**config.mk**
```make
export PLATFORM = sky130hd
export DESIGN_NAME = edge_channel_arbiter
export DESIGN_NICKNAME = d
export VERILOG_FILES = /design/src/rtl/edge_channel_arbiter.sv
export SDC_FILE = /design/constraint.sdc
export NUM_CORES = 1
export LEC_CHECK = 0
export ABC_AREA = 1
export BUFFER_PORTS_ARGS = -buffer_cell sky130_fd_sc_hd__buf_4
export CAP_MARGIN = 20
export CORE_AREA = 2 2 261 263
export CTS_CLUSTER_DIAMETER = 50
export DETAILED_ROUTE_END_ITERATION = 10
export DIE_AREA = 0 0 263 265
export GPL_ROUTABILITY_DRIVEN = 0
export PLACE_DENSITY = 0.66
export REMOVE_ABC_BUFFERS = 1
export SYNTH_ARGS = -nofsm -noshare
export SYNTH_HDL_FRONTEND = slang
export SYNTH_SLANG_ARGS = --single-unit
export TNS_END_PERCENT = 30
```
**constraint.sdc**
```tcl
create_clock -name clk -period 11.71 [get_ports clk]
set_input_delay 3.513 -clock clk [delete_from_list [all_inputs] [get_ports clk]]
set_output_delay 3.513 -clock clk [all_outputs]
set_load 0.01 [all_outputs]
```
**src/rtl/edge_channel_arbiter.sv**
```systemverilog
// edge_channel_arbiter
// Shares one RTI_Core input FIFO between NUM_CH edge-counter channels.
// Each channel owns a one-deep holding register. Held words are drained
// round-robin at one word per cycle while the FIFO has room, and each word
// carries its source channel number in the top CH_ID_W bits. A write that
// arrives while the channel's register is still occupied is dropped. Each
// drop sets a sticky per-channel flag and advances a saturating counter.
module edge_channel_arbiter #(
  parameter int NUM_CH     = 4,
  parameter int CH_ID_W    = 8,
  parameter int DROP_CNT_W = 16
) (
  input  logic                    clk,
  input  logic                    reset,
  input  logic                    enable,
  input  logic [NUM_CH-1:0]       ch_write,
  input  logic [NUM_CH*128-1:0]   ch_din,
  input  logic                    fifo_full,
  output logic                    fifo_write,
  output logic [127:0]            fifo_din,
  output logic [NUM_CH-1:0]       ch_pending,
  input  logic                    clear_drop,
  output logic [NUM_CH-1:0]       drop_flag,
  output logic [DROP_CNT_W-1:0]   drop_count
);

  // Width of a channel index. NUM_CH is at least 2, so this is never 0.
  localparam int IDX_W = $clog2(NUM_CH);

  // Holds up to 2*NUM_CH-1, the largest value reached while the search
  // wraps around.
  localparam int CAND_W = IDX_W + 1;
  localparam logic [CAND_W-1:0] NUM_CH_C = CAND_W'(NUM_CH);

  // Per-cycle drop total. 5 bits hold the worst case of 16 channels.
  localparam int NDROP_W = 5;
  localparam int EXT_W   = DROP_CNT_W + NDROP_W;
  localparam logic [EXT_W-1:0] DROP_MAX_EXT = {{NDROP_W{1'b0}}, {DROP_CNT_W{1'b1}}};

  // Channel registers.
  logic [NUM_CH-1:0] pend_reg;
  logic [127:0]      hold_reg [NUM_CH];
  logic [IDX_W-1:0]  last_reg;
  logic [NUM_CH-1:0] drop_flag_reg;
  logic [DROP_CNT_W-1:0] drop_count_reg;

  // Grant path.
  logic [NUM_CH-1:0] req;
  logic              grant_valid;
  logic [IDX_W-1:0]  winner;
  logic [NUM_CH-1:0] collide;
  logic [NUM_CH-1:0] granted;

  // Drop accounting.
  logic [NDROP_W-1:0]    n_drop;
  logic [EXT_W-1:0]      drop_sum;
  logic [NUM_CH-1:0]     drop_flag_next;
  logic [DROP_CNT_W-1:0] drop_count_next;

  // Requests are masked while reset is high. Without this mask, words still
  // held from before reset would be written to the FIFO during the reset
  // cycle itself.
  assign req = pend_reg & {NUM_CH{enable & ~fifo_full & ~reset}};

  // Rotating-priority search: take the first request found, starting at
  // last_reg+1 and wrapping modulo NUM_CH.
  always_comb begin
    logic [CAND_W-1:0] cand;
    logic [IDX_W-1:0]  idx;
    grant_valid = 1'b0;
    winner      = '0;
    cand        = '0;
    idx         = '0;
    for (int k = 1; k <= NUM_CH; k++) begin
      cand = {1'b0, last_reg} + CAND_W'(k);
      if (cand >= NUM_CH_C) begin
        cand = cand - NUM_CH_C;
      end
      idx = cand[IDX_W-1:0];
      if (!grant_valid && req[idx]) begin
        grant_valid = 1'b1;
        winner      = idx;
      end
    end
  end

  // The FIFO word is the channel tag followed by the low payload bits.
  // The top CH_ID_W bits of the held word are discarded.
  always_comb begin
    logic [CH_ID_W-1:0] tag;
    tag = CH_ID_W'(winner);
    fifo_din = '0;
    if (grant_valid) begin
      fifo_din = {tag, hold_reg[winner][127-CH_ID_W:0]};
    end
  end

  assign fifo_write = grant_valid;
  assign ch_pending = pend_reg;
  assign drop_flag  = drop_flag_reg;
  assign drop_count = drop_count_reg;

  // Per-channel holding register and pending bit.
  generate
    for (genvar gi = 0; gi < NUM_CH; gi++) begin : g_ch
      logic capture;

      assign granted[gi] = grant_valid && (winner == IDX_W'(gi));
      // A channel whose word leaves this cycle can take a new word on the
      // same edge. That is what lets a sole requester write every cycle.
      assign capture     = ch_write[gi] && (!pend_reg[gi] || granted[gi]);
      assign collide[gi] = ch_write[gi] && pend_reg[gi] && !granted[gi];

      // Load a new word on capture, otherwise release the register on grant.
      always_ff @(posedge clk) begin
        if (reset) begin
          pend_reg[gi] <= 1'b0;
          hold_reg[gi] <= '0;
        end else if (capture) begin
          pend_reg[gi] <= 1'b1;
          hold_reg[gi] <= ch_din[128*gi +: 128];
        end else if (granted[gi]) begin
          pend_reg[gi] <= 1'b0;
        end
      end
    end
  endgenerate

  // Count this cycle's drops and add them to the cleared or current total,
  // saturating at all-ones. A collision in the same cycle as clear_drop
  // therefore survives the clear.
  always_comb begin
    logic [DROP_CNT_W-1:0] base;
    n_drop = '0;
    for (int i = 0; i < NUM_CH; i++) begin
      n_drop = n_drop + NDROP_W'(collide[i]);
    end
    base     = clear_drop ? '0 : drop_count_reg;
    drop_sum = {{NDROP_W{1'b0}}, base} + {{DROP_CNT_W{1'b0}}, n_drop};
    if (drop_sum > DROP_MAX_EXT) begin
      drop_count_next = {DROP_CNT_W{1'b1}};
    end else begin
      drop_count_next = drop_sum[DROP_CNT_W-1:0];
    end
    drop_flag_next = (clear_drop ? '0 : drop_flag_reg) | collide;
  end

  // Drop accounting registers.
  always_ff @(posedge clk) begin
    if (reset) begin
      drop_flag_reg  <= '0;
      drop_count_reg <= '0;
    end else begin
      drop_flag_reg  <= drop_flag_next;
      drop_count_reg <= drop_count_next;
    end
  end

  // The round-robin pointer moves only when a word is actually written.
  // A full FIFO therefore leaves the pointer where it is. After reset,
  // channel 0 wins first.
  always_ff @(posedge clk) begin
    if (reset) begin
      last_reg <= IDX_W'(NUM_CH - 1);
    end else if (grant_valid) begin
      last_reg <= winner;
    end
  end

endmodule

```
==> summary.txt, run 1 <==
Timing
  – FMAX: 98.86 MHz
  – Unrepaired setup endpoints after global routing: false
  – Final Skew: 0.03075 ns
  – Final-report setup violation count: 0
  – Final Hold Viols: 0
  – Max-slew violation count: 0
  – Max-slew headroom: 27.98%
  – Hold Slack: 0.4683 ns
  – Minimum clock period: 10.11 ns
  – Actual slew at the worst max-slew pin: 1.080 ns
  – Final setup TNS: 0 ns
  – Final worst-path cycle share: 86.38%

Worst setup path
  – Startpoint class of the critical path: input pin
  – R2r setup slk: 6.08 ns
  – Worst Path Class, Setup: input pin to output port
  – Critical Path Fanout Max: 51
  – Worst Path Arrival: 6.60 ns
  – Required time worst endpoint: 8.20 ns
  – Register-to-Register Path Depth: 26
  – RR Startpoint: last_reg[0]$_SDFFE_PP1P_
  – Critical Path End Type: output port
  – R2R Path End: drop_count[9]$_SDFF_PP0_

Layout
  – NumNets Final: 4005
  – Commonest non-fill, non-tap cell in the layout: nand2_1
  – Commonest non-fill, non-tap cells in the layout: nand2_1 (885), buf_4 (660), inv_1 (508)
  – Layout cell share with drive strength beyond 1: 22.07%
  – Post-layout util: 48.35%
  – Max FFs per register: 480
  – Area added between synthesis and finish: 29.58%

Route
  – Post-route ant nets: 0
  – Initial drt markers: 1886
  – DR vias/cell: 4.764
  – Pre-antenna DRT Iters: 6
  – Drt total wl: 80330 microns
  – WL/cell: 18.21 microns
  – Total number of vias: 21010
  – DRC violations left: 0

Clock tree
  – Setup bufs post-CTS: 0
  – Root Driver: clkbuf_16
  – Clock Path Buffers: 3
  – Clock latency on the worst-skew pair: 0.61 ns
  – Post_cts resized: 0
  – Clock buffer count from CTS: 66
  – CTS tree: done
  – Sink Count: 506
  – Post-CTS Hold Buffers: 0
  – Worst-path clk slew: 0.05 ns
  – H-tree level count: 3

Power and ir drop
  – Power Dens Cells: 220.5 nW/um^2
  – VDD IR-drop max: 0.0002056 V
  – Pleak: 16.30 nW

Floorplanning
  – Full die area: 69700 sq um
  – Horiz. Die Dim: 263 microns
  – I/O Pins: 674
  – Starting Density: 37.32%
  – Die Y-Extent: 265 microns
  – CORE AREA: 66800 sq um
  – # rows: 95

Synth
  – Sequential-to-total area share from yosys stat: 59.91%
  – Post-synthesis register bit count: 506
  – Post-Syn Area: 24930 sq um
  – Synth cell types: 34
  – Yosys warns: 0
  – Post-Synthesis Cells: 2912
  – Mean Syn Cell Area: 8.560 sq um

GRT
  – Met1 usage: 27.89%
  – Pin count of the biggest net entering global routing: 121
  – Global-route wire length before repair: 120100 microns
  – GR Util met2: 38.58%
  – Vias in the first global route: 20490
  – Initial antenna violation count: 9
  – Met3 Use GR: 4.236%
  – Tot GR Track Use: 22.54%
  – GR Overflow Total: 0
  – GR peak layer: met2

Worst hold path
  – Hold Path Depth: 2
  – Hold Path Class: register to register
  – Worst Hold End: drop_flag[2]$_SDFF_PP0_
  – Worst Hold Launch: drop_flag[2]$_SDFF_PP0_

Run status
  – Outcome: finished, final reports clean

Placement
  – PortBufs: 635
  – DP Wirelength: 49850 microns

Run
  – Max-cap violations: 0
## kinds of logic (layout without fill, tap and decap cells)
logic type               Yosys count  in the layout  share of synthesized area, %
adder cells (fa/ha/maj)            4              4                        0.2911
XOR/XNOR                          13             13                        0.4869
AND/OR/NAND/NOR                 1555           1555                         24.49
flip-flops                       506            506                         59.91
other                              1             15                       0.01504
buffers and inverters            683           1295                         11.74
AO/OA/AOI/OAI                    150            150                         3.062
## Yosys cell counts, drive strengths merged
| master | number | area share [%] |
|---|---|---|
| nand2 | 892 | 13 |
| inv | 513 | 7.7 |
| nor2 | 502 | 7.6 |
| edfxtp | 480 | 58 |
| a21oi | 142 | 2.9 |
| nand3 | 140 | 2.9 |
| buf | 121 | 3.3 |
| clkbuf | 49 | 0.74 |
| dfxtp | 26 | 2.1 |
| nand4 | 15 | 0.40 |
| xor2 | 8 | 0.28 |
| xnor2 | 5 | 0.21 |
| a31oi | 3 | 0.075 |
| fa | 3 | 0.24 |
| nor4 | 3 | 0.075 |
| o21ai | 3 | 0.075 |
| o211ai | 2 | 0.060 |
| conb | 1 | 0.015 |
| ha | 1 | 0.050 |
| nor3 | 1 | 0.020 |
| nor3b | 1 | 0.030 |
| or2 | 1 | 0.025 |
## worst max-delay path by stage
| stage | from | end | slack [ns] | cells after the start |
|---|---|---|---|---|
| global route | reset | fifo_din[53] | 1.32 | 16 |
| CTS | reset | fifo_din[53] | 1.60 | 16 |
| global placement | reset | fifo_din[53] | 1.64 | 16 |
| detailed placement | reset | fifo_din[53] | 1.61 | 16 |
| floorplan | reset | fifo_din[0] | -0.38 | 13 |
| finish | reset | fifo_din[53] | 1.60 | 16 |
## through the flow
stage | power, mW | instances | setup WS, ns | cell area, sq um
floorplan | 3.834 | 2747 | -0.3795 | 23950
global placement | 5.213 | 4285 | 1.638 | 30200
detailed placement | 5.229 | 4285 | 1.613 | 30200
CTS | 7.183 | 4402 | 1.603 | 32280
global route | 7.489 | 4410 | 1.320 | 32300
finish | 7.122 | 4411 | 1.595 | 32300
## area by class of cell
| class | count | area, sq um |
|---|---|---|
| diodes | 9 | 22.52 |
| clock buffers | 88 | 1849 |
| clock inverters | 29 | 230.2 |
| fillers | 6322 | 34500 |
| inverters | 513 | 1931 |
| multi-input cells | 1728 | 7187 |
| flip-flops and latches | 506 | 14930 |
| well taps | 873 | 1092 |
| repair buffers | 665 | 5055 |
## metal layers
| metal | up-vias | routed length [microns] |
|---|---|---|
| li1 | 10090 | - |
| met1 | 9776 | 31590 |
| met2 | 992 | 39570 |
| met3 | 150 | 6473 |
| met4 | 0 | 2691 |
| met5 | - | 0 |
## worst max-delay path: stages
cell,delay (ns)
buf_4,0.20
nor2_4,0.21
nand4_1,0.13
nand2_1,0.13
nand2_1,0.07
nand2_1,0.08
nand4_2,0.18
nand2_4,0.15
nand2_8,0.16
inv_4,0.57
buf_4,0.40
nand2_1,0.09
nand2_1,0.06
nand2_1,0.05
a21oi_1,0.29
buf_4,0.19
## power breakdown
group,switching [mW],total (mW),internal (mW)
Clock,0.795,1.94,1.14
Sequential,0.0678,2.34,2.27
Combinational,1.92,2.85,0.925
Total,2.79,7.12,4.34
Power figures use the tool's default switching activity.
==> run 2, diff against run 1 <==
Settings changed: MAX_ROUTING_LAYER set to met4.
==> run 2 against run 1 <==
Net effect:
- total power is essentially flat
- non-clock buffer count stayed put
- design area hardly changed
- count of clock-buffer cells in the layout stayed put
- largest power group unchanged
==> summary.txt, run 2 (same netlist as run 1, synthesis figures left out) <==
Timing
  – Final Hold Viols: 0 (unchanged)
  – Max-slew headroom: 28.29% (was 27.98%)
  – Minimum clock period: 10.11 ns (about the same)
  – Final worst-path cycle share: 86.37% (was 86.38%)
  – Final-report setup violation count: 0 (unchanged)
  – FMAX: 98.88 MHz (was 98.86 MHz)
  – Actual slew at the worst max-slew pin: 1.076 ns (was 1.080 ns)
  – Hold Slack: 0.4683 ns (about the same)
  – Max-slew violation count: 0 (unchanged)
  – Final setup TNS: 0 ns (unchanged)
  – Final Skew: 0.03252 ns (was 0.03075 ns)
  – Unrepaired setup endpoints after global routing: false (unchanged)

GRT
  – GR Overflow Total: 0 (unchanged)
  – Tot GR Track Use: 23.24% (was 22.54%)
  – Vias in the first global route: 20490 (about the same)
  – Initial antenna violation count: 10 (was 9)
  – Global-route wire length before repair: 120000 microns (was 120100 microns)
  – Pin count of the biggest net entering global routing: 121 (unchanged)

Floorplanning
  – I/O Pins: 674 (unchanged)
  – Horiz. Die Dim: 263 microns (unchanged)
  – Starting Density: 37.32% (unchanged)
  – Full die area: 69700 sq um (unchanged)
  – Die Y-Extent: 265 microns (unchanged)
  – CORE AREA: 66800 sq um (unchanged)
  – # rows: 95 (unchanged)

Clock tree
  – Clock buffer count from CTS: 66 (unchanged)
  – Clock latency on the worst-skew pair: 0.61 ns (about the same)
  – Clock Path Buffers: 3 (unchanged)
  – Root Driver: clkbuf_16 (unchanged)
  – Sink Count: 506 (unchanged)
  – Worst-path clk slew: 0.05 ns (about the same)
  – Post_cts resized: 0 (unchanged)
  – CTS tree: done (unchanged)
  – Post-CTS Hold Buffers: 0 (unchanged)
  – Setup bufs post-CTS: 0 (unchanged)
  – H-tree level count: 3 (unchanged)

Placement
  – PortBufs: 635 (unchanged)
  – DP Wirelength: 49850 microns (unchanged)

Worst hold path
  – Hold Path Class: register to register (unchanged)
  – Hold Path Depth: 2 (unchanged)
  – Worst Hold Launch: drop_flag[2]$_SDFF_PP0_ (unchanged)
  – Worst Hold End: drop_flag[2]$_SDFF_PP0_ (unchanged)

Worst setup path
  – R2R Path End: drop_count[9]$_SDFF_PP0_ (unchanged)
  – Startpoint class of the critical path: input pin (unchanged)
  – Worst Path Class, Setup: input pin to output port (unchanged)
  – Required time worst endpoint: 8.20 ns (about the same)
  – Critical Path End Type: output port (unchanged)
  – Critical Path Fanout Max: 51 (unchanged)
  – RR Startpoint: last_reg[0]$_SDFFE_PP1P_ (unchanged)
  – Worst Path Arrival: 6.60 ns (about the same)
  – R2r setup slk: 6.01 ns (was 6.08 ns)
  – Register-to-Register Path Depth: 26 (unchanged)

Layout
  – NumNets Final: 4005 (unchanged)
  – Commonest non-fill, non-tap cells in the layout: nand2_1 (885), buf_4 (660), inv_1 (508) (unchanged)
  – Layout cell share with drive strength beyond 1: 22.07% (unchanged)
  – Commonest non-fill, non-tap cell in the layout: nand2_1 (unchanged)
  – Max FFs per register: 480 (unchanged)
  – Area added between synthesis and finish: 29.59% (was 29.58%)

Power and ir drop
  – Logic gate share of total power: 40.0% (about the same)
  – Clk pwr share: 27.2% (about the same)
  – Sequential power share: 32.8% (about the same)
  – P_sw: 2.788 mW (was 2.785 mW)
  – Power Dens Cells: 220.5 nW/um^2 (about the same)
  – Switch share: 39.13% (was 39.11%)
  – Power Internal: 4.337 mW (about the same)
  – Pleak: 16.30 nW (unchanged)
  – VDD IR-drop max: 0.0002037 V (was 0.0002056 V)

Run
  – Max-cap violations: 0 (unchanged)

Route
  – Drt total wl: 80390 microns (was 80330 microns)
  – Initial drt markers: 1859 (was 1886)
  – Pre-antenna DRT Iters: 5 (was 6)
  – DR vias/cell: 4.749 (was 4.764)
  – DRC violations left: 0 (unchanged)
  – Total number of vias: 20950 (was 21010)
  – Post-route ant nets: 0 (unchanged)
  – WL/cell: 18.22 microns (was 18.21 microns)

Run status
  – Outcome: finished, final reports clean (unchanged)
-- run 2: cell types whose count changed in the layout (fill, tap and decap cells not counted) --
cell,delta
diode_2,+1
-- run 2: metrics by stage --
stage | total power, mW | cells | area, sq um | setup slack (ns) | utilization (%)
3_5_place_dp | 5.229 | 4285 | 30200 | 1.613 | 45.21
5_1_grt | 7.493 | 4412 | 32300 | 1.329 | 48.36
3_3_place_gp | 5.213 | 4285 | 30200 | 1.638 | 45.21
2_1_floorplan | 3.834 | 2747 | 23950 | -0.3795 | -
4_1_cts | 7.183 | 4402 | 32280 | 1.603 | 48.32
6_report | 7.125 | 4412 | 32300 | 1.597 | 48.36
-- run 2: cell type report --
cell class / count / area, sq um
Fill cell: 6328 / 34500
Sequential cell: 506 / 14930
Multi-Input combinational cell: 1728 / 7187
Timing Repair Buffer: 665 / 5055
Inverter: 513 / 1931
Clock buffer: 88 / 1849
Tap cell: 873 / 1092
Clock inverter: 29 / 230.2
Antenna cell: 10 / 25.02
-- run 2: power by group through the flow --
stage          Clock (mW)  Sequential [mW]  Combinational [mW]
4_1_cts              1.97             2.34                2.87
6_report             1.94             2.34                2.85
3_3_place_gp            0             2.37                2.85
5_1_grt              2.04             2.36                3.09
2_1_floorplan           0             2.38                1.46
3_5_place_dp            0             2.37                2.85
-- run 2: per-layer routing --
metal / GRT usage, % / up-vias / share of wire, %
met5: - / - / 0
met2: 38.67 / 924 / 49
met1: 27.92 / 9770 / 39
met4: 9.637 / 0 / 3.5
li1: - / 10100 / -
met3: 4.180 / 158 / 7.7
-- run 2: how the worst max path moves through the flow --
stage	from	to	slack (ns)
after floorplan	reset	fifo_din[0]	-0.38
after global placement	reset	fifo_din[53]	1.64
after detailed placement	reset	fifo_din[53]	1.61
after CTS	reset	fifo_din[53]	1.60
after global routing	reset	fifo_din[53]	1.33
final	reset	fifo_din[53]	1.60
-- run 2: worst max-delay path, stage by stage --
cell and delay (ns):
buf_4 0.20, nor2_4 0.21, nand4_1 0.13, nand2_1 0.13, nand2_1 0.07, nand2_1 0.08, nand4_2 0.18, nand2_4 0.15
nand2_8 0.16, inv_4 0.58, buf_4 0.39, nand2_1 0.08, nand2_1 0.06, nand2_1 0.05, a21oi_1 0.29, buf_4 0.19
==> run 3, diff against run 2 <==
Settings changed: CORE_AREA 2 2 261 263 to 2 2 260 262, DIE_AREA 0 0 263 265 to 0 0 262 264, PLACE_DENSITY 0.66 to 0.69.
Clock period 11.71 ns to 8.5 ns, I/O delays scaled along.
==> run 3 against run 2 <==
Net effect:
- clock skew down 0.015 ns
- sequential power rose by 38%
- register-to-register slack got worse by 2.7 ns
- largest power group unchanged
==> summary.txt, run 3 (same netlist as run 1, synthesis figures left out) <==
Power and ir drop
  – VDD IR-drop max: 0.0002465 V (was 0.0002037 V)
  – Power Dens Cells: 302.6 nW/um^2 (was 220.5 nW/um^2)
  – Sequential power share: 32.9% (was 32.8%)
  – Total power: 9.785 mW (was 7.125 mW)
  – P_sw: 3.816 mW (was 2.788 mW)
  – Power Internal: 5.969 mW (was 4.337 mW)
  – Switch share: 39.00% (was 39.13%)
  – Pleak: 16.32 nW (was 16.30 nW)
  – Clk pwr share: 25.1% (was 27.2%)
  – Logic gate share of total power: 42.0% (was 40.0%)

Worst setup path
  – R2r setup slk: 3.28 ns (was 6.01 ns)
  – Critical Path End Type: output port (unchanged)
  – Worst Path Class, Setup: input pin to output port (unchanged)
  – Worst path buffer plus inverter count: 4 (unchanged)
  – Register-to-Register Path Depth: 25 (was 26)
  – Crit path max-delay family: simple AND/OR/NAND/NOR gates (was buffers and inverters)
  – RR Startpoint: last_reg[0]$_SDFFE_PP1P_ (unchanged)
  – Worst Path Arrival: 5.23 ns (was 6.60 ns)
  – Max stage delay on crit path: 0.35 ns (was 0.58 ns)
  – CP cell instances: buf_4 > nor2_4 > nand4_1 > nand2_1 > nand2_1 > nand2_1 > nand4_2 > nand2_4 > nand2_8 > inv_4 > buf_12 > nand2_1 > nand2_1 > nand2_1 > a21oi_1 > buf_4 (was buf_4 > nor2_4 > nand4_1 > nand2_1 > nand2_1 > nand2_1 > nand4_2 > nand2_4 > nand2_8 > inv_4 > buf_4 > nand2_1 > nand2_1 > nand2_1 > a21oi_1 > buf_4)
  – Required time worst endpoint: 5.95 ns (was 8.20 ns)
  – Startpoint class of the critical path: input pin (unchanged)
  – Critical Path Fanout Max: 74 (was 51)
  – Most common cell on crit path: nand2_1 (unchanged)
  – R2R Path End: drop_count[9]$_SDFF_PP0_ (unchanged)
  – CP max-delay cell: buf_12 (was inv_4)

GRT
  – Initial antenna violation count: 6 (was 10)
  – Pin count of the biggest net entering global routing: 121 (unchanged)
  – Global-route wire length before repair: 117400 microns (was 120000 microns)
  – GR Overflow Total: 0 (unchanged)
  – Tot GR Track Use: 22.93% (was 23.24%)
  – Vias in the first global route: 20590 (was 20490)

Clock tree
  – H-tree level count: 2 (was 3)
  – Clock latency on the worst-skew pair: 0.63 ns (was 0.61 ns)
  – Clock Path Buffers: 3 (unchanged)
  – Post_cts resized: 0 (unchanged)
  – Worst-path clk slew: 0.06 ns (was 0.05 ns)
  – Setup bufs post-CTS: 0 (unchanged)
  – CTS tree: done (unchanged)
  – Post-CTS Hold Buffers: 0 (unchanged)
  – Clock buffer count from CTS: 58 (was 66)
  – Root Driver: clkbuf_16 (unchanged)
  – Sink Count: 506 (unchanged)

Floorplanning
  – Die Y-Extent: 264 microns (was 265 microns)
  – Full die area: 69170 sq um (was 69700 sq um)
  – Starting Density: 37.45% (was 37.32%)
  – # rows: 95 (unchanged)
  – Horiz. Die Dim: 262 microns (was 263 microns)
  – I/O Pins: 674 (unchanged)
  – CORE AREA: 66560 sq um (was 66800 sq um)

Placement
  – DP Wirelength: 50230 microns (was 49850 microns)
  – Placement Setup Slack: 0.7245 ns (was 1.613 ns)
  – Placed cell count: 4296 (was 4285)
  – PortBufs: 635 (unchanged)

Worst hold path
  – Worst Hold End: drop_flag[2]$_SDFF_PP0_ (unchanged)
  – Hold Path Depth: 2 (unchanged)
  – Hold Path Class: register to register (unchanged)
  – Worst Hold Launch: drop_flag[2]$_SDFF_PP0_ (unchanged)

Route
  – Post-route ant nets: 0 (unchanged)
  – Total number of vias: 20990 (was 20950)
  – Drt total wl: 79350 microns (was 80390 microns)
  – WL/cell: 18.02 microns (was 18.22 microns)
  – Met2 wire len: 39200 microns (was 39670 microns)
  – Initial drt markers: 1740 (was 1859)
  – Pre-antenna DRT Iters: 6 (was 5)
  – Detail Route met3 WL: 6642 microns (was 6199 microns)
  – DR vias/cell: 4.767 (was 4.749)
  – Uppermost layer routed: met4 (unchanged)
  – DRC violations left: 0 (unchanged)
  – Met1 Wirelength: 30480 microns (was 31720 microns)

Layout
  – Commonest non-fill, non-tap cell in the layout: nand2_1 (unchanged)
  – Non-filler cells, final: 4403 (was 4412)
  – NumNets Final: 4008 (was 4005)
  – Number of fill cells: 6265 (was 6328)
  – Max FFs per register: 480 (unchanged)
  – Layout cell share with drive strength beyond 1: 22.11% (was 22.07%)
  – Area added between synthesis and finish: 29.73% (was 29.59%)
  – Commonest non-fill, non-tap cells in the layout: nand2_1 (885), buf_4 (655), inv_1 (508) (was nand2_1 (885), buf_4 (660), inv_1 (508))
  – Post-layout util: 48.58% (was 48.36%)

Timing
  – Final Skew: 0.01779 ns (was 0.03252 ns)
  – Max-slew headroom: 42.04% (was 28.29%)
  – Max-slew violation count: 0 (unchanged)
  – Minimum clock period: 7.779 ns
  – Final Hold Viols: 0 (unchanged)
  – Final worst-path cycle share: 91.51%
  – Final-report setup violation count: 0 (unchanged)
  – Post-route setup slack: 0.7213 ns (was 1.597 ns)
  – Actual slew at the worst max-slew pin: 0.8694 ns (was 1.076 ns)
  – Unrepaired setup endpoints after global routing: false (unchanged)
  – FMAX: 128.6 MHz

Run status
  – Outcome: finished, final reports clean (unchanged)

Run
  – Max-cap violations: 0 (unchanged)
-- run 3: changes by cell type in the layout (fill, tap and decap cells not counted), moves of 2 or more --
cell / delta
clkbuf_1: -4
clkbuf_8: -3
diode_2: -4
clkinvlp_4: +2
clkbuf_16: -11
inv_8: +2
buf_4: -5
clkinv_4: -3
buf_12: +16
bufinv_16: +4
inv_6: -3
clkinv_2: +2
-- run 3: layer usage --
metal	vias to the layer above	GRT usage (%)
met2	986	38.88
met1	9727	26.86
met4	0	8.795
met5	-	-
li1	10100	-
met3	175	4.318
-- run 3: stage by stage --
step	hold slack (ns)	setup TNS, ns	area (sq um)
CTS	0.4762	0	32320
floorplan	0.4839	-1164.13	23950
detailed placement	0.4668	0	30480
global route	0.4939	0	32340
global placement	0.4683	0	30480
finish	0.4715	0	32340
-- run 3: how the worst max path moves through the flow --
stage | slack (ns) | startpoint | cells past startpoint | to
floorplan | -2.09 | reset | 13 | hold_reg[3][0]$_SDFFCE_PN0P_
global placement | 0.74 | reset | 16 | fifo_din[39]
detailed placement | 0.72 | reset | 17 | fifo_din[77]
CTS | 0.72 | reset | 17 | fifo_din[77]
global route | 0.47 | reset | 17 | fifo_din[77]
finish | 0.72 | reset | 16 | fifo_din[39]
-- run 3: power groups by stage --
stage / registers, mW / logic, mW / clock network, mW
after floorplan: 3.28 / 2.01 / 0
after global placement: 3.26 / 4.07 / 0
after detailed placement: 3.27 / 4.10 / 0
after CTS: 3.22 / 4.12 / 2.49
after global routing: 3.25 / 4.45 / 2.58
final: 3.22 / 4.11 / 2.45
-- run 3: cell type report --
type | count | area, sq um | share of cell area, %
flip-flops and latches | 506 | 14930 | 46.18
multi-input cells | 1728 | 7187 | 22.22
repair buffers | 676 | 5338 | 16.50
inverters | 513 | 1931 | 5.970
clock buffers | 70 | 1518 | 4.693
well taps | 873 | 1092 | 3.378
clock inverters | 31 | 325.3 | 1.006
diodes | 6 | 15.01 | 0.04643
-- run 3: worst min-delay path: cells and delay by family, from the launching register on --
kind             cells  cell delay, ns
AND/OR/NAND/NOR      1            0.06
flip-flops           1            0.31
AO/OA/AOI/OAI        1            0.05
